[src/rtl/sliding_window_ctrl.sv]
// Sliding-window controller: tracks pixel position and drives the window
// datapath shift enable and window valid/ready handshake.
module sliding_window_ctrl #(
  parameter int WINDOW_WIDTH    = 3,
  parameter int WINDOW_HEIGHT   = 3,
  parameter int PIXLES_PER_LINE = 4,
  parameter int LINES_PER_FRAME = 4,
  localparam int CW = (PIXLES_PER_LINE > 1) ?
                      $clog2(PIXLES_PER_LINE) : 1,
  localparam int RW = (LINES_PER_FRAME > 1) ?
                      $clog2(LINES_PER_FRAME) : 1
) (
  input  logic          clk,
  input  logic          rst_n,
  input  logic          start,
  output logic          busy,
  input  logic          in_valid,
  output logic          in_ready,
  output logic          win_en,
  output logic          out_valid,
  input  logic          out_ready,
  output logic [CW-1:0] out_col,
  output logic [RW-1:0] out_row,
  output logic          out_last,
  output logic          frame_done
);

  localparam logic [1:0] S_IDLE  = 2'd0;
  localparam logic [1:0] S_RUN   = 2'd1;
  localparam logic [1:0] S_DRAIN = 2'd2;

  localparam logic [CW-1:0] COL_LAST = CW'(PIXLES_PER_LINE - 1);
  localparam logic [RW-1:0] ROW_LAST = RW'(LINES_PER_FRAME - 1);
  localparam logic [CW-1:0] COL_MIN  = CW'(WINDOW_WIDTH - 1);
  localparam logic [RW-1:0] ROW_MIN  = RW'(WINDOW_HEIGHT - 1);

  logic [1:0]    state;
  logic [CW-1:0] col;
  logic [RW-1:0] row;

  logic col_end;
  logic row_end;
  logic frame_end;
  logic qual;
  logic out_hs;
  logic done_hs;

  // Position decode and handshake qualifiers
  always_comb begin
    col_end   = (col == COL_LAST);
    row_end   = (row == ROW_LAST);
    frame_end = col_end && row_end;
    qual      = (col >= COL_MIN) && (row >= ROW_MIN);
    out_hs    = out_valid && out_ready;
    done_hs   = out_hs && out_last;
    busy      = (state != S_IDLE);
    in_ready  = (state == S_RUN) &&
                (!out_valid || out_ready);
    win_en    = in_valid && in_ready;
  end

  // Frame state machine
  always_ff @(posedge clk or negedge rst_n) begin
    if (!rst_n) begin
      state <= S_IDLE;
    end else begin
      unique case (state)
        S_IDLE:  if (start) state <= S_RUN;
        S_RUN:   if (win_en && frame_end)
                   state <= S_DRAIN;
        S_DRAIN: if (done_hs) state <= S_IDLE;
        default: state <= S_IDLE;
      endcase
    end
  end

  // Pixel position counters; they freeze on the final pixel
  always_ff @(posedge clk or negedge rst_n) begin
    if (!rst_n) begin
      col <= '0;
      row <= '0;
    end else if (state == S_IDLE && start) begin
      col <= '0;
      row <= '0;
    end else if (win_en && !frame_end) begin
      if (col_end) begin
        col <= '0;
        row <= row + RW'(1);
      end else begin
        col <= col + CW'(1);
      end
    end
  end

  // Presented-window register: loads on shift, clears on consume
  always_ff @(posedge clk or negedge rst_n) begin
    if (!rst_n) begin
      out_valid <= 1'b0;
      out_last  <= 1'b0;
      out_row   <= '0;
      out_col   <= '0;
    end else if (win_en) begin
      out_valid <= qual;
      out_last  <= qual && frame_end;
      out_row   <= row;
      out_col   <= col;
    end else if (out_hs) begin
      out_valid <= 1'b0;
      out_last  <= 1'b0;
    end
  end

  // Completion pulse, one cycle after the final window is consumed
  always_ff @(posedge clk or negedge rst_n) begin
    if (!rst_n) begin
      frame_done <= 1'b0;
    end else begin
      frame_done <= done_hs;
    end
  end

endmodule

[config.mk]
export PLATFORM = sky130hd
export DESIGN_NAME = sliding_window_ctrl
export DESIGN_NICKNAME = d
export VERILOG_FILES = /design/src/rtl/sliding_window_ctrl.sv
export SDC_FILE = /design/constraint.sdc
export NUM_CORES = 1
export LEC_CHECK = 0
export ABC_AREA = 1
export CAP_MARGIN = 25
export CORE_UTILIZATION = 35
export DETAILED_ROUTE_END_ITERATION = 6
export PLACE_DENSITY = 0.59
export SLEW_MARGIN = 15
export SYNTH_ARGS = -nofsm -noshare
export SYNTH_HDL_FRONTEND = slang
export SYNTH_SLANG_ARGS = --single-unit
[constraint.sdc]
create_clock -name clk -period 3.7 [get_ports clk]
set_input_delay 0.555 -clock clk [delete_from_list [all_inputs] [get_ports clk]]
set_output_delay 0.555 -clock clk [all_outputs]
set_load 0.02 [all_outputs]
# Word level (Yosys, flattened, before mapping)
# Index checks and enable logic that the tools add are counted.
op_classes:
  n_addsub: 2
  order_cmp: 2
  n_eq_ne: 7
  n_mux: 13
  reduce_logical: 20
ops:
  columns: ["op", "count"]
  rows:
  - ["2-bit 2-to-1 mux", 9]
  - ["1-bit logical AND", 10]
  - ["2-bit nonzero test", 4]
  - ["2-bit equality test, second input constant", 3]
  - ["2-bit case mux with 3 select lines", 1]
  - ["2-bit by 1-bit adder with 2-bit output, second input constant", 2]
  - ["2-bit >= comparator, second input constant", 2]
  - ["2-bit != test, second input constant", 2]
  - ["1-bit 2-to-1 mux", 3]
  - ["3-bit AND reduction", 1]
  - ["2-bit by 1-bit equality test with 1-bit output, second input constant", 1]
  - ["1-bit logical NOT", 2]
  - ["2-bit logical NOT", 1]
  - ["2-bit by 1-bit != test with 1-bit output, second input constant", 1]
  - ["2-bit AND reduction", 1]
  - ["1-bit logical OR", 1]
totals:
  regBits: 13
  input_bits: 5
  output_inout_bits: 10
  elab_cells: 52

# Longest topological paths before layout
# Gate-level depths: netlist of the first run.
logic_depth:
  depth_word: 7
  mapped_depth: 7
  mapped_depth_nobuf: 7

# Worst setup path after synthesis of the first run
# Ideal clock, no wire load.
synth_path:
  path_kind: "input -> output"
  start: "input out_ready"
  end: "output in_ready"
  arrival_time_ns: 1.227
  t_required_ns: 3.145
  slack_ns: 1.918
  stages: 3
  path_buffers: 0
  cell_sequence: "inv_1 nand2_2 nor3b_1"
synth_between:
  elab_chain_cells: 2
synth_lines:
  columns: ["item", "line", "source"]
  rows:
  - ["from (decl)", "21", "input logic out_ready,"]
  - ["1-bit logical OR", "58", "(!out_valid || out_ready);"]
  - ["1-bit logical AND", "57", "in_ready = (state == S_RUN) &&"]
  - ["to (decl)", "18", "output logic in_ready,"]
# Every way passes these cells.

# Final worst setup path of the first run
layout_path:
  start: "input out_ready"
  end: "output win_en"
layout_between:
  elab_chain_cells: 3
layout_lines:
  columns: ["item", "line", "source"]
  rows:
  - ["1-bit logical OR", "58", null]
  - ["1-bit logical AND", "57", null]
  - ["1-bit logical AND", "59", "win_en = in_valid && in_ready;"]
  - ["to (decl)", "19", "output logic win_en,"]
# Every way passes these cells.

==> results of run 1 <==
synthesized netlist by cell type, drive strengths merged:
| cell | instances | area [um2] |
|---|---|---|
| a21oi | 1 | 8.76 |
| buf | 1 | 11.3 |
| dfrtp | 13 | 325 |
| ha | 2 | 25.0 |
| inv | 10 | 37.5 |
| nand2 | 21 | 86.3 |
| nand3 | 3 | 32.5 |
| nand4 | 3 | 18.8 |
| nor2 | 5 | 33.8 |
| nor3b | 1 | 7.51 |
| o21ai | 6 | 45.0 |
| o22ai | 1 | 12.5 |
| o31ai | 1 | 7.51 |
critical path, cell delays in order:
cell	delay [ns]
clkdlybuf4s50_1	0.48
inv_1	0.05
nand2_2	0.11
nand3_4	0.20
inv_1	0.12
clkdlybuf4s50_1	0.60
stage by stage:
| stage | worst slack, ns | hold slack (ns) | instances | utilization (%) |
|---|---|---|---|---|
| 2_1_floorplan | 1.92 | 0.259 | 68 | - |
| 3_5_place_dp | 1.03 | 0.469 | 106 | 47.0 |
| 4_1_cts | 1.02 | 0.489 | 110 | 48.6 |
| 5_1_grt | 0.919 | 0.522 | 110 | 48.6 |
| 6_report | 1.02 | 0.487 | 110 | 48.6 |
| 3_3_place_gp | 1.04 | 0.472 | 106 | 47.0 |
final timing paths:
| path | startpoint | endpoint | slack [ns] |
|---|---|---|---|
| min in group asynchronous | rst_n | row[0] | 0.65 |
| max reg2reg | col[0] | row[0] | 2.36 |
| min | out_col[1] | out_col[1] | 0.49 |
| max in group asynchronous | rst_n | out_col[1] | 2.66 |
| max | out_ready | win_en | 1.02 |
| min reg2reg | out_col[1] | out_col[1] | 0.49 |
routing by layer:
| layer | vias up | part of all wire, % | track usage (%) |
|---|---|---|---|
| met5 | - | 0 | 0 |
| met3 | 2 | 3.3 | 2.40 |
| met2 | 8 | 42 | 19.7 |
| met4 | 0 | 0.89 | 10.9 |
| li1 | 252 | - | - |
| met1 | 216 | 53 | 17.7 |
layout by cell type, fill, tap and decap left out:
cell type	synthesis	routed
a21oi_2	1	1
clkbuf_1	0	1
clkbuf_4	0	3
clkdlybuf4s50_1	0	14
dfrtp_1	13	13
ha_1	2	2
inv_1	9	9
inv_2	1	1
nand2_1	18	18
nand2_2	3	3
nand3_1	1	1
nand3_2	1	1
nand3_4	1	1
nand4_1	3	3
nor2_1	3	3
nor2_4	2	2
nor3b_1	1	1
o21ai_0	2	2
o21ai_2	4	4
o22ai_2	1	1
o31ai_1	1	1
cell type report:
class	instances	area (um2)	share of cell area, %
multi-input combinational	44	278	33.1
clock buffer	4	26.3	3.13
sequential	13	325	38.8
timing repair buffer	14	140	16.7
tap	25	31.3	3.73
inverter	10	37.5	4.48
power groups by stage:
| stage | clock network, mW | registers, mW | logic, mW |
|---|---|---|---|
| floorplan | 0 | 0.145 | 0.000328 |
| global placement | 0 | 0.145 | 0.00805 |
| detailed placement | 0 | 0.145 | 0.00819 |
| CTS | 0.0915 | 0.142 | 0.00820 |
| global route | 0.0974 | 0.142 | 0.00873 |
| finish | 0.0856 | 0.142 | 0.00781 |
registers in the layout (all words and copies together) (netlist names):
register,cells
state,2
row,2
out_col,2
out_valid,1
out_row,2
col,2
out_last,1
frame_done,1
cells by family (layout without fill, tap and decap cells):
group                      after synthesis  count (layout)  synth area share (%)
buffers and inverters                   11              28                  7.48
DFF                                     13              13                  49.9
adders and majority gates                2               2                  3.84
and+or+nand+nor                         33              33                  27.4
AOI/OAI and AO/OA                        9               9                  11.3
==> impl_metrics.py, run 1 <==
metrics = {
    "clock_network": {
        "post_cts.repair.setup_buffers": 0,
        "cts_tree": "built",
        "path_clk_slew_ns": 0.07,
        "clock_path_buffers": 2,
        "cts_hold_buffers": 0,
        "post_cts_resized": 0,
        "clk_latency_ns": 0.27,
        "cts_sinks": 13,
        "cts_made_buffers": 3,
        "htreeDepth": 1,
        "root_buffer": "clkbuf_4",
    },
    "timing": {
        "worst_slew_pin_slew_ns": 0.591,
        "finalClockSkew_ns": 0.00180,
        "setup_tns_ns": 0,
        "rsz0062_at_grt": "false",
        "finalSetupViolCount": 0,
        "fmax_mhz": 374,
        "period_needed_ns": 2.68,
        "hold_viol_final": 0,
        "post-route-period-util_pct": 72.3,
        "slew_viol_final": 0,
        "maxSlewHeadroom_pct": 60.5,
    },
    "finish": {
        "fillers": 177,
        "design_area_um2": 838,
        "insertedDiodeCount": 0,
        "syn_to_final_growth_pct": 28.6,
        "nNetsFinal": 93,
        "drive_above_1_share_pct": 20.0,
    },
    "place": {
        "io_buffer_count": 14,
        "routabilityCongestion": 0.712,
        "placed_area_um2": 812,
        "hpwlAfterDp_um": 822,
    },
    "hold_path": {
        "hold_path.class": "reg2reg",
        "hold_depth": 2,
    },
    "global_route": {
        "grt-ovfl-total": 0,
        "first_global_vias": 455,
        "grt_pass1_wl_um": 1940,
        "grt_max_degree": 15,
        "grt_use_total_pct": 13.6,
        "antenna_found_initial": 0,
    },
    "power": {
        "p_int_mw": 0.187,
        "ir_worst_vdd_mv": 0.173,
        "powerDensity_mw_per_mm2": 281,
        "power.share.sequential_pct": 60.3,
        "clkPwrFrac_pct": 36.4,
        "p_switching_mw": 0.0479,
        "power_frac_comb_pct": 3.3,
        "leakagePower_nw": 0.391,
        "p_sw_share_pct": 20.3,
        "p_total_mw": 0.235,
    },
    "detailed_routing": {
        "first_pass_iters": 4,
        "viasPerCell": 4.35,
        "vias": 478,
        "drt-wirelength-per-cell_um": 10.2,
        "drt_iter0_drc": 17,
        "ant_nets": 0,
        "wl_um": 1120,
        "post-route-drc-count": 0,
    },
    "floorplan": {
        "num_rows": 15,
        "start_util_pct": 37.8,
        "coreArea_mm2": 0.00173,
        "die_area_mm2": 0.00204,
        "boundaryPins": 15,
        "die_y_um": 45.2,
        "die_w_um": 45.2,
    },
    "job": {
        "maxCapViolCount": 0,
    },
    "yosys": {
        "synth_warnings": 0,
        "synth_cells": 68,
        "syn-cell-area_um2": 652,
        "syn-num-nets": 75,
        "ys_seq_elements": 13,
        "syn_avg_cell_area_um2": 9.59,
        "ys_types": 19,
        "synth-seq-area-share_pct": 49.9,
    },
    "critical_path": {
        "endpoint_kind": "output port",
        "start_kind": "input port",
        "worstPathMaxFanout": 14,
        "required_ns": 3.14,
        "critPathArrivalTime_ns": 2.12,
        "worstSetupPathType": "in2out",
        "ff2ff_path_depth": 7,
    },
    "outcome": {
        "outcome": "completed",
    },
}
No activity file was read; power rests on OpenSTA's default activity.
==> run 2, diff against run 1 <==
--- a/config.mk
+++ b/config.mk
@@ -9,7 +9,7 @@
 export CAP_MARGIN = 25
 export CORE_UTILIZATION = 35
 export DETAILED_ROUTE_END_ITERATION = 6
-export PLACE_DENSITY = 0.59
+export PLACE_DENSITY = 0.62
 export SLEW_MARGIN = 15
 export SYNTH_ARGS = -nofsm -noshare
 export SYNTH_HDL_FRONTEND = slang
==> constraint.sdc (replaced) <==
create_clock -name clk -period 2.22 [get_ports clk]
set_input_delay 0.333 -clock clk [delete_from_list [all_inputs] [get_ports clk]]
set_output_delay 0.333 -clock clk [all_outputs]
set_load 0.02 [all_outputs]
==> run 2 against run 1 <==
Core utilization up 0.43 points. Critical path depth down 1. First-iteration DRC count down 88%. Clock skew about the same. Largest power group unchanged. Register-to-register slack worse by 1.5 ns. Clock power up 67%. Total power up 67%. Largest cell class unchanged. Combinational power up 64%. Sequential share of layout area down 0.34 points.
==> impl_metrics.py, run 2 (synthesis results as in run 1) <==
metrics = {
    "clock_network": {
        "post_cts_resized": 0,
        "cts_sinks": 13,
        "clock_path_buffers": 2,
        "cts_tree": "built",
        "root_buffer": "clkbuf_4",
        "clk_latency_ns": 0.28,
        "htreeDepth": 1,
        "post_cts.repair.setup_buffers": 0,
        "cts_hold_buffers": 0,
        "cts_made_buffers": 3,
        "path_clk_slew_ns": 0.07,
    },
    "detailed_routing": {
        "wl_um": 1090,
        "wl_met3_um": 77,
        "wl_met2_um": 453,
        "vias": 482,
        "ant_nets": 0,
        "drt-wirelength-per-cell_um": 9.82,
        "top_layer": "met4",
        "drt-met1-wl_um": 517,
        "viasPerCell": 4.34,
        "post-route-drc-count": 0,
        "drt_iter0_drc": 2,
        "first_pass_iters": 4,
    },
    "critical_path": {
        "reg2reg_setup_slack_ns": 0.88,
        "r2r-start": "col[0]",
        "required_ns": 1.89,
        "critPathArrivalTime_ns": 1.78,
        "worstPathMaxFanout": 4,
        "worstSetupPathType": "in2out",
        "ff2ff_path_depth": 7,
        "endpoint_kind": "output port",
        "r2r-end": "row[0]",
        "start_kind": "input port",
    },
    "job": {
        "maxCapViolCount": 0,
    },
    "place": {
        "hpwlAfterDp_um": 813,
        "routabilityCongestion": 0.818,
        "io_buffer_count": 14,
        "placed_area_um2": 820,
    },
    "outcome": {
        "outcome": "completed",
    },
    "timing": {
        "period_needed_ns": 2.11,
        "fmax_mhz": 474,
        "maxSlewHeadroom_pct": 62.6,
        "slew_viol_final": 0,
        "post-route-period-util_pct": 95.1,
        "worst_slew_pin_slew_ns": 0.559,
        "finalClockSkew_ns": 0.00140,
        "rsz0062_at_grt": "false",
        "finalSetupViolCount": 0,
        "hold_ws_ns": 0.412,
        "setup_tns_ns": 0,
        "hold_viol_final": 0,
    },
    "power": {
        "ir_worst_vdd_mv": 0.328,
        "p_total_mw": 0.393,
        "powerDensity_mw_per_mm2": 464,
        "leakagePower_nw": 0.395,
    },
    "global_route": {
        "grt_pass1_wl_um": 1970,
        "grt_max_degree": 14,
        "grt_use_total_pct": 14.9,
        "antenna_found_initial": 0,
        "grt-ovfl-total": 0,
        "first_global_vias": 478,
    },
    "finish": {
        "drive_above_1_share_pct": 20.9,
        "design_area_um2": 846,
        "nNetsFinal": 94,
        "insertedDiodeCount": 0,
        "final_common_cell": "nand2_1",
        "syn_to_final_growth_pct": 29.8,
        "final_cell_mix": "nand2_1 (18), clkdlybuf4s50_1 (14), dfrtp_1 (13)",
    },
    "floorplan": {
        "coreArea_mm2": 0.00173,
        "die_w_um": 45.2,
        "die_area_mm2": 0.00204,
        "num_rows": 15,
        "boundaryPins": 15,
        "start_util_pct": 37.8,
        "die_y_um": 45.2,
    },
    "hold_path": {
        "hold_path.class": "in2async",
    },
}
[run 2: cell types whose count changed in the layout (fill, tap and decap cells not counted)]
cell and change:
buf_4 +1
[run 2: area by class of cell]
cell class	count	area, um2
fillers	194	881
flip-flops and latches	13	325
multi-input cells	44	278
repair buffers	15	148
inverters	10	37.5
well taps	25	31.3
clock buffers	4	26.3
[run 2: worst max path at each step]
stage / from / to / slack [ns]
floorplan: out_valid / in_ready / 0.74
global placement: out_ready / in_ready / 0.1
detailed placement: out_ready / in_ready / 0.10
CTS: out_ready / in_ready / 0.1
global route: out_ready / in_ready / 0.006
finish: out_ready / in_ready / 0.11
[run 2: per-layer routing]
layer,vias to the layer above,track usage (%)
li1,258,-
met1,206,17.0
met2,13,20.3
met3,5,7.60
met4,0,12.7
met5,-,0
[run 2: worst max-delay path, cell delays in order]
cell and delay (ns):
clkdlybuf4s50_1 0.47, inv_1 0.05, nand2_2 0.11, nor3b_1 0.19, clkdlybuf4s50_1 0.62
[run 2: power breakdown]
group	switching, mW	total, mW	internal, mW
registers	0	0.237	0.237
clock network	0.0734	0.143	0.0698
logic	0.00643	0.0128	0.00636
total	0.0798	0.393	0.313
[run 2: metrics by stage]
stage | utilization [%] | setup slack [ns] | cells
2_1_floorplan | - | 0.737 | 68
3_3_place_gp | 47.5 | 0.0982 | 107
3_5_place_dp | 47.5 | 0.103 | 107
4_1_cts | 49.0 | 0.0952 | 111
5_1_grt | 49.0 | 0.00630 | 111
6_report | 49.0 | 0.109 | 111
==> run 3, diff against run 2 <==
--- a/config.mk
+++ b/config.mk
@@ -9,6 +9,7 @@
 export CAP_MARGIN = 25
 export CORE_UTILIZATION = 35
 export DETAILED_ROUTE_END_ITERATION = 6
+export GPL_ROUTABILITY_DRIVEN = 0
 export PLACE_DENSITY = 0.62
 export SLEW_MARGIN = 15
 export SYNTH_ARGS = -nofsm -noshare
==> results of run 3 <==
No change in the layout: final DEF, timing and power equal those of run 2.
